$ cat src/rtl/pc_fetch_unit.sv
// Program-counter register plus single-outstanding instruction fetch with a one-entry decode buffer.
// Redirects from execute override everything except reset and squash any fetch still in flight.
module pc_fetch_unit #(
    parameter logic [31:0] RESET_PC = 32'h0000_0000
) (
    input  logic        clk,
    input  logic        reset,
    input  logic [31:0] Next_PC,
    output logic [31:0] PC_reg_out,
    input  logic        branch_taken,
    input  logic [31:0] branch_target,
    output logic        imem_req,
    output logic [31:0] imem_addr,
    input  logic        imem_gnt,
    input  logic        imem_rvalid,
    input  logic [31:0] imem_rdata,
    output logic        if_valid,
    output logic [31:0] if_instr,
    output logic [31:0] if_pc,
    input  logic        id_ready,
    output logic        misalign_err
);

    typedef enum logic [1:0] {
        S_RESET = 2'd0,
        S_REQ   = 2'd1,
        S_WAIT  = 2'd2
    } state_e;

    localparam logic [31:0] NOP_INSTR = 32'h0000_0013;

    state_e      state_q, state_d;
    logic [31:0] pc_q, pc_d;
    logic [31:0] if_instr_q, if_instr_d;
    logic [31:0] if_pc_q, if_pc_d;
    logic        if_valid_q, if_valid_d;
    logic        squash_q, squash_d;
    logic        misalign_q, misalign_d;

    logic req;
    logic xfer;
    logic drain;
    logic load;

    // A request only goes out when the buffer will be free by the time data returns.
    assign req   = (state_q == S_REQ) && (!if_valid_q || id_ready);
    assign xfer  = req && imem_gnt;
    assign drain = if_valid_q && id_ready;
    assign load  = (state_q == S_WAIT) && imem_rvalid && !squash_q && !branch_taken;

    always_comb begin
        state_d    = state_q;
        pc_d       = pc_q;
        if_instr_d = if_instr_q;
        if_pc_d    = if_pc_q;
        if_valid_d = if_valid_q;
        squash_d   = squash_q;
        misalign_d = branch_taken && (branch_target[1:0] != 2'b00);

        case (state_q)
            S_RESET: state_d = S_REQ;
            S_REQ: begin
                if (xfer) begin
                    state_d = S_WAIT;
                end
            end
            S_WAIT: begin
                if (imem_rvalid) begin
                    state_d  = S_REQ;
                    squash_d = 1'b0;
                end
            end
            default: state_d = S_RESET;
        endcase

        if (drain) begin
            if_valid_d = 1'b0;
        end

        if (load) begin
            if_instr_d = imem_rdata;
            if_pc_d    = pc_q;
            if_valid_d = 1'b1;
            pc_d       = Next_PC;
        end

        // Redirect wins over any load; a fetch that is still outstanding becomes stale.
        if (branch_taken) begin
            pc_d       = {branch_target[31:2], 2'b00};
            if_valid_d = 1'b0;
            if ((state_q == S_WAIT) && !imem_rvalid) begin
                squash_d = 1'b1;
            end
            if ((state_q == S_REQ) && xfer) begin
                squash_d = 1'b1;
            end
        end
    end

    always_ff @(posedge clk or posedge reset) begin
        if (reset) begin
            state_q    <= S_RESET;
            pc_q       <= RESET_PC;
            if_instr_q <= NOP_INSTR;
            if_pc_q    <= 32'h0000_0000;
            if_valid_q <= 1'b0;
            squash_q   <= 1'b0;
            misalign_q <= 1'b0;
        end else begin
            state_q    <= state_d;
            pc_q       <= pc_d;
            if_instr_q <= if_instr_d;
            if_pc_q    <= if_pc_d;
            if_valid_q <= if_valid_d;
            squash_q   <= squash_d;
            misalign_q <= misalign_d;
        end
    end

    assign PC_reg_out   = pc_q;
    assign imem_req     = req;
    assign imem_addr    = pc_q;
    assign if_valid     = if_valid_q;
    assign if_instr     = if_instr_q;
    assign if_pc        = if_pc_q;
    assign misalign_err = misalign_q;

endmodule

$ cat config.mk
export PLATFORM = sky130hd
export DESIGN_NAME = pc_fetch_unit
export DESIGN_NICKNAME = d
export VERILOG_FILES = /design/src/rtl/pc_fetch_unit.sv
export SDC_FILE = /design/constraint.sdc
export NUM_CORES = 1
export LEC_CHECK = 0
export CORE_MARGIN = 2
export CORE_UTILIZATION = 55
export DETAILED_ROUTE_END_ITERATION = 8
export DONT_BUFFER_PORTS = 1
export PLACE_DENSITY = 0.77
export SLEW_MARGIN = 20
export SYNTH_ARGS = -nofsm -noshare
export SYNTH_HDL_FRONTEND = slang
export SYNTH_SLANG_ARGS = --single-unit
$ cat constraint.sdc
create_clock -name clk -period 4.1 [get_ports clk]
set_clock_uncertainty 0.05 [all_clocks]
set_input_delay 0.41 -clock clk [delete_from_list [all_inputs] [get_ports clk]]
set_output_delay 0.41 -clock clk [all_outputs]
set_load 0.01 [all_outputs]
# --- Word level (Yosys, flattened, before mapping) ---
# Index checks and enable logic that the tools add are counted.
totals:
  reg_bits: 101
  word_cells: 43
  output_inout_bits: 131
classes:
  reduce_logical: 19
  muxes: 13
  eq_ne: 4
op_table:
  columns: ["cell", "n"]
  rows:
  - ["$mux W32", 2]
  - ["$logic_and A1 B1 Y1", 9]
  - ["$mux W1", 8]
  - ["$pmux W2 S3", 1]
  - ["$logic_not A1 Y1", 4]
  - ["$mux W2", 2]
  - ["$ne A2 B2 Y1 const B", 2]
  - ["$reduce_bool A2 Y1", 2]
  - ["$reduce_bool A3 Y1", 1]
  - ["$eq A2 B1 Y1 const B", 1]
  - ["$eq A2 B2 Y1 const B", 1]
  - ["$logic_not A2 Y1", 1]
  - ["$reduce_and A2 Y1", 1]
  - ["$logic_or A1 B1 Y1", 1]

# --- Logic depth before layout (Yosys ltp) ---
logic_depth:
  ltp_word: 7
  mapped_depth: 7

# --- Worst setup path after synthesis ---
# No wires, ideal clock.
synth_timing:
  kind: "input to register"
  startpoint: "input branch_taken"
  endpoint: "register pc_q[10] (netlist: PC_reg_out[10])"
  cell_stages: 4
  path_slack_ps: 2425
  t_required_ps: 3925
  setup_ps: 125
  path_buffers: 2
  t_arrival_ps: 1500
  path_cell_list: "buf_2 clkbuf_1 mux2_2 mux2_2"
synth_between:
  elab_chain_cells: 3
  word_cells_on_any_way: 4
synth_rtl:
  columns: ["element", "line", "text"]
  rows:
  - ["start, declared", "10", "input logic branch_taken,"]
  - ["$logic_not A1 Y1", "49", "assign load = (state_q == S_WAIT) && imem_rvalid && !squash_q && !branch_taken;"]
  - ["$logic_and A1 B1 Y1", "49", null]
  - ["$reduce_bool A2 Y1 (no source line)", null, null]
  - ["end signal, assigned", "111", "pc_q <= pc_d;"]
  - ["end, declared", "33", "logic [31:0] pc_q, pc_d;"]
# Several ways; a longest one is shown, not always the timed one.
# A chain may end at the register's enable or synchronous reset.

# --- Worst setup path after layout ---
layout_timing:
  startpoint: "register state_q[0]"
  endpoint: "register if_instr_q[27] (netlist: if_instr[27])"
layout_between:
  elab_chain_cells: 4
layout_rtl:
  columns: ["element", "line", "text"]
  rows:
  - ["start, declared", "32", "state_e state_q, state_d;"]
  - ["start signal, assigned", "110", "state_q <= state_d;"]
  - ["$eq A2 B2 Y1", "49", null]
  - ["$logic_and A1 B1 Y1 (3 in a row)", "49", null]
  - ["end signal, assigned", "112", "if_instr_q <= if_instr_d;"]
  - ["end, declared", "34", "logic [31:0] if_instr_q, if_instr_d;"]
# No other way between the ends.

==> metrics.md <==
| Metric | Value |
|---|---|
| Unrepaired setup endpoints after global routing | `false` |
| Worst-Margin Slew | `1.02 ns` |
| FF/Latch Area | `0.00253 mm²` |
| Tcrit/Tclk final | `54.1%` |
| First-pass GRT wire length | `roughly 12,000 µm` |
| Via Count | `2,104` |
| Slew headroom | `32.0%` |
| Largest net degree at the start of global routing | `76` |
| Worst Setup End Kind | `register` |
| Die width | `94.6 µm` |
| Fin. max-slew vios | `0` |
| CTS Sinks | `101` |
| Initial Util | `between 50% and 60%` |
| Synth unique cells | `22` |
| Drt first-iter violations | `43` |
| Synthesis-to-layout area growth | `0.222%` |
| Initial antenna violation count | `0` |
| Highest-count cells in the layout ignoring fill and taps | `dfrtp_1 (98), mux2_2 (97), mux2_4 (27), clkbuf_8 (9)` |
| CP Launch Type | `register` |
| Gp weighted congestion | `0.651` |
| Multi-input gate area in the final layout | `0.00164 mm²` |
| Vias in the first global route | `2,218` |
| Max-cap violation count | `0` |
| Via-per-instance ratio | `5.72` |
| Sequential cell area fraction in the yosys report | `a little under three fifths` |
| Cells after Synth | `between 200 and 300` |
| Port buffer count | `0` |
| Overall Global Routing Usage | `17.5%` |
| Setup bufs post-CTS | `0` |
| Die H | `94.6 µm` |
| Post-Route WL | `8050 µm` |
| CTS Hold Bufs | `0` |
| Layout Nets | `360` |
| Syn nets | `395` |
| PwrDens | `636 mW/mm²` |
| Core area | `0.00809 mm²` |
| First-pass DRT Iterations | `5` |
| Seq pwr share | `61.2%` |
| Row count | `33` |
| PostCTS Resize Cnt | `0` |
| Cell Chain, Critical Path | `and4bb_1 -> and2_4 -> mux2_2` |
| Max incr delay on CP | `0.84 ns` |
| Die area | `0.00895 mm²` |
| Worst Hold Class | `primary input to asynchronous set/reset pin` |
| Hpwl dp | `5430 µm` |
| Ant diodes | `0` |
| Clock-pin slew on the worst setup and hold paths | `around 0.10 ns` |
| Clk buf depth | `2` |
| Antenna Nets Post-Route | `0` |
| FMAX | `0.451 GHz` |
| Final setup viols | `0` |
| Wire length per cell | `21.9 µm` |
| Tmin final | `roughly 2.2 ns` |
| Synthesis-stage register bit count | `101` |
| Power consumption | `2.88 mW` |
| Layout fillers | `695` |
| Remaining DRCs | `0` |
| Cell Area, Synth | `0.00452 mm²` |
| Most common cell after layout, fill and taps aside | `dfrtp_1` |
| CTS tree | `yes` |
| Share of layout cells above drive strength 1 | `56.3%` |
| Leak | `2.03 nW` |
| CP max-delay cell | `and2_4` |
| CP Class | `register to register` |
| Arr. time, crit path | `2.40 ns` |
| H-tree depth | `3` |
| Worst skew pair latency | `between 0.3 and 0.4 ns` |
| Final hold violations | `0` |
| Worst path required time | `4.28 ns` |
| CTS buffer count | `9` |
| Mean post-synth cell area | `15.4 µm²` |
| Combinational power share | `16.9%` |
| Clk network pwr share | `21.9%` |
| Clock Tree Root | `clkbuf_8` |
| Worst vdd ir | `about 0.34 mV` |
| Warnings from Yosys | `0` |
| Crit Path Max Fanout | `between 60 and 70` |
| Sw Ratio | `31.9%` |
| Overflow left after global routing | `0` |
| I/O pins | `233` |
| P_int | `1.96 mW` |
| Setup TNS | `0 ns` |
| Outcome | `finished clean` |
| Sw Pwr | `0.919 mW` |
## sequential cells by signal (all words and copies together) (netlist names), named ones only
name          count
misalign_err      1
PC_reg_out       32
if_pc            32
if_valid          1
state_q           2
if_instr         32
## synth_stat cells, drive strengths merged
| cell type | n | share of area, % |
|---|---|---|
| and2 | 1 | 0.19 |
| a21boi | 1 | 0.17 |
| nand3b | 1 | 0.17 |
| nand4b | 1 | 0.19 |
| inv | 2 | 0.17 |
| o21bai | 1 | 0.17 |
| dfstp | 3 | 1.7 |
| a21oi | 1 | 0.11 |
| nand2b | 3 | 0.42 |
| buf | 44 | 7.3 |
| dfrtp | 98 | 54 |
| nor2 | 3 | 0.25 |
| mux2 | 124 | 33 |
| a22o | 2 | 0.39 |
| clkbuf | 3 | 0.25 |
| o21ai | 2 | 0.22 |
| and4bb | 2 | 0.55 |
| and3b | 1 | 0.19 |
## cell type report
class                   count  area share (%)
clock buffers               9            2.74
clock inverters             7            1.77
well taps                 105            2.90
inverters                   2           0.221
flip-flops and latches    101            55.9
repair buffers              1           0.166
multi-input cells         143            36.3
## worst max-delay path: cells and delay by family (launching register included)
| kind | cells | cell delay [ns] |
|---|---|---|
| flops | 1 | 0.43 |
| simple gates | 2 | 1.18 |
| mux | 1 | 0.41 |
## stage by stage
stage / cell area, µm² / hold WS, ns / std cells / util (%) / worst slack [ns]
after floorplan: 4520 / 0.402 / 293 / - / 0.998
after global routing: 4530 / 0.0670 / 368 / 55.9 / 1.77
after detailed placement: 4320 / 0.438 / 352 / 53.4 / 1.89
final: 4530 / 0.0694 / 368 / 55.9 / 1.88
after CTS: 4530 / 0.0737 / 368 / 55.9 / 1.87
after global placement: 4320 / 0.430 / 352 / 53.4 / 1.92
## cell families (layout without fill, tap and decap cells)
family / count (synthesis) / count (layout) / share of synthesized area [%]
and+or+nand+nor: 12 / 12 / 1.97
DFF: 101 / 101 / 56.1
buffers and inverters: 49 / 19 / 7.76
AOI/OAI and AO/OA: 7 / 7 / 1.05
muxes: 124 / 124 / 33.2
## routing by layer
metal,share of wire [%],routed length (µm),track usage [%]
met5,0,0,0
met4,0.82,66,4.71
met3,8.9,717,6.23
met2,52,4170,30.2
met1,39,3100,20.9
## power by group through the flow
stage / sequential (mW) / combinational [mW] / clock (mW)
4_1_cts: 1.77 / 0.493 / 0.657
3_3_place_gp: 1.78 / 0.464 / 0
6_report: 1.76 / 0.486 / 0.630
3_5_place_dp: 1.79 / 0.492 / 0
5_1_grt: 1.81 / 0.527 / 0.702
2_1_floorplan: 1.67 / 0.536 / 0
## path summary, 6_finish.rpt
check | cells past startpoint | startpoint | end | slack (ns)
worst max-delay path | 3 | state_q[0] | if_instr[27] | 1.88
worst min-delay path | 1 | reset | if_instr[15] | 0.07
worst max register to register | 3 | state_q[0] | if_instr[27] | 1.88
worst min register to register | 2 | register | register | 0.46
max in group asynchronous | 2 | reset | PC_reg_out[18] | 3.02
min in group clk | 1 | branch_taken | if_valid | 0.10
Note: power is estimated with default switching activity, not from simulation.
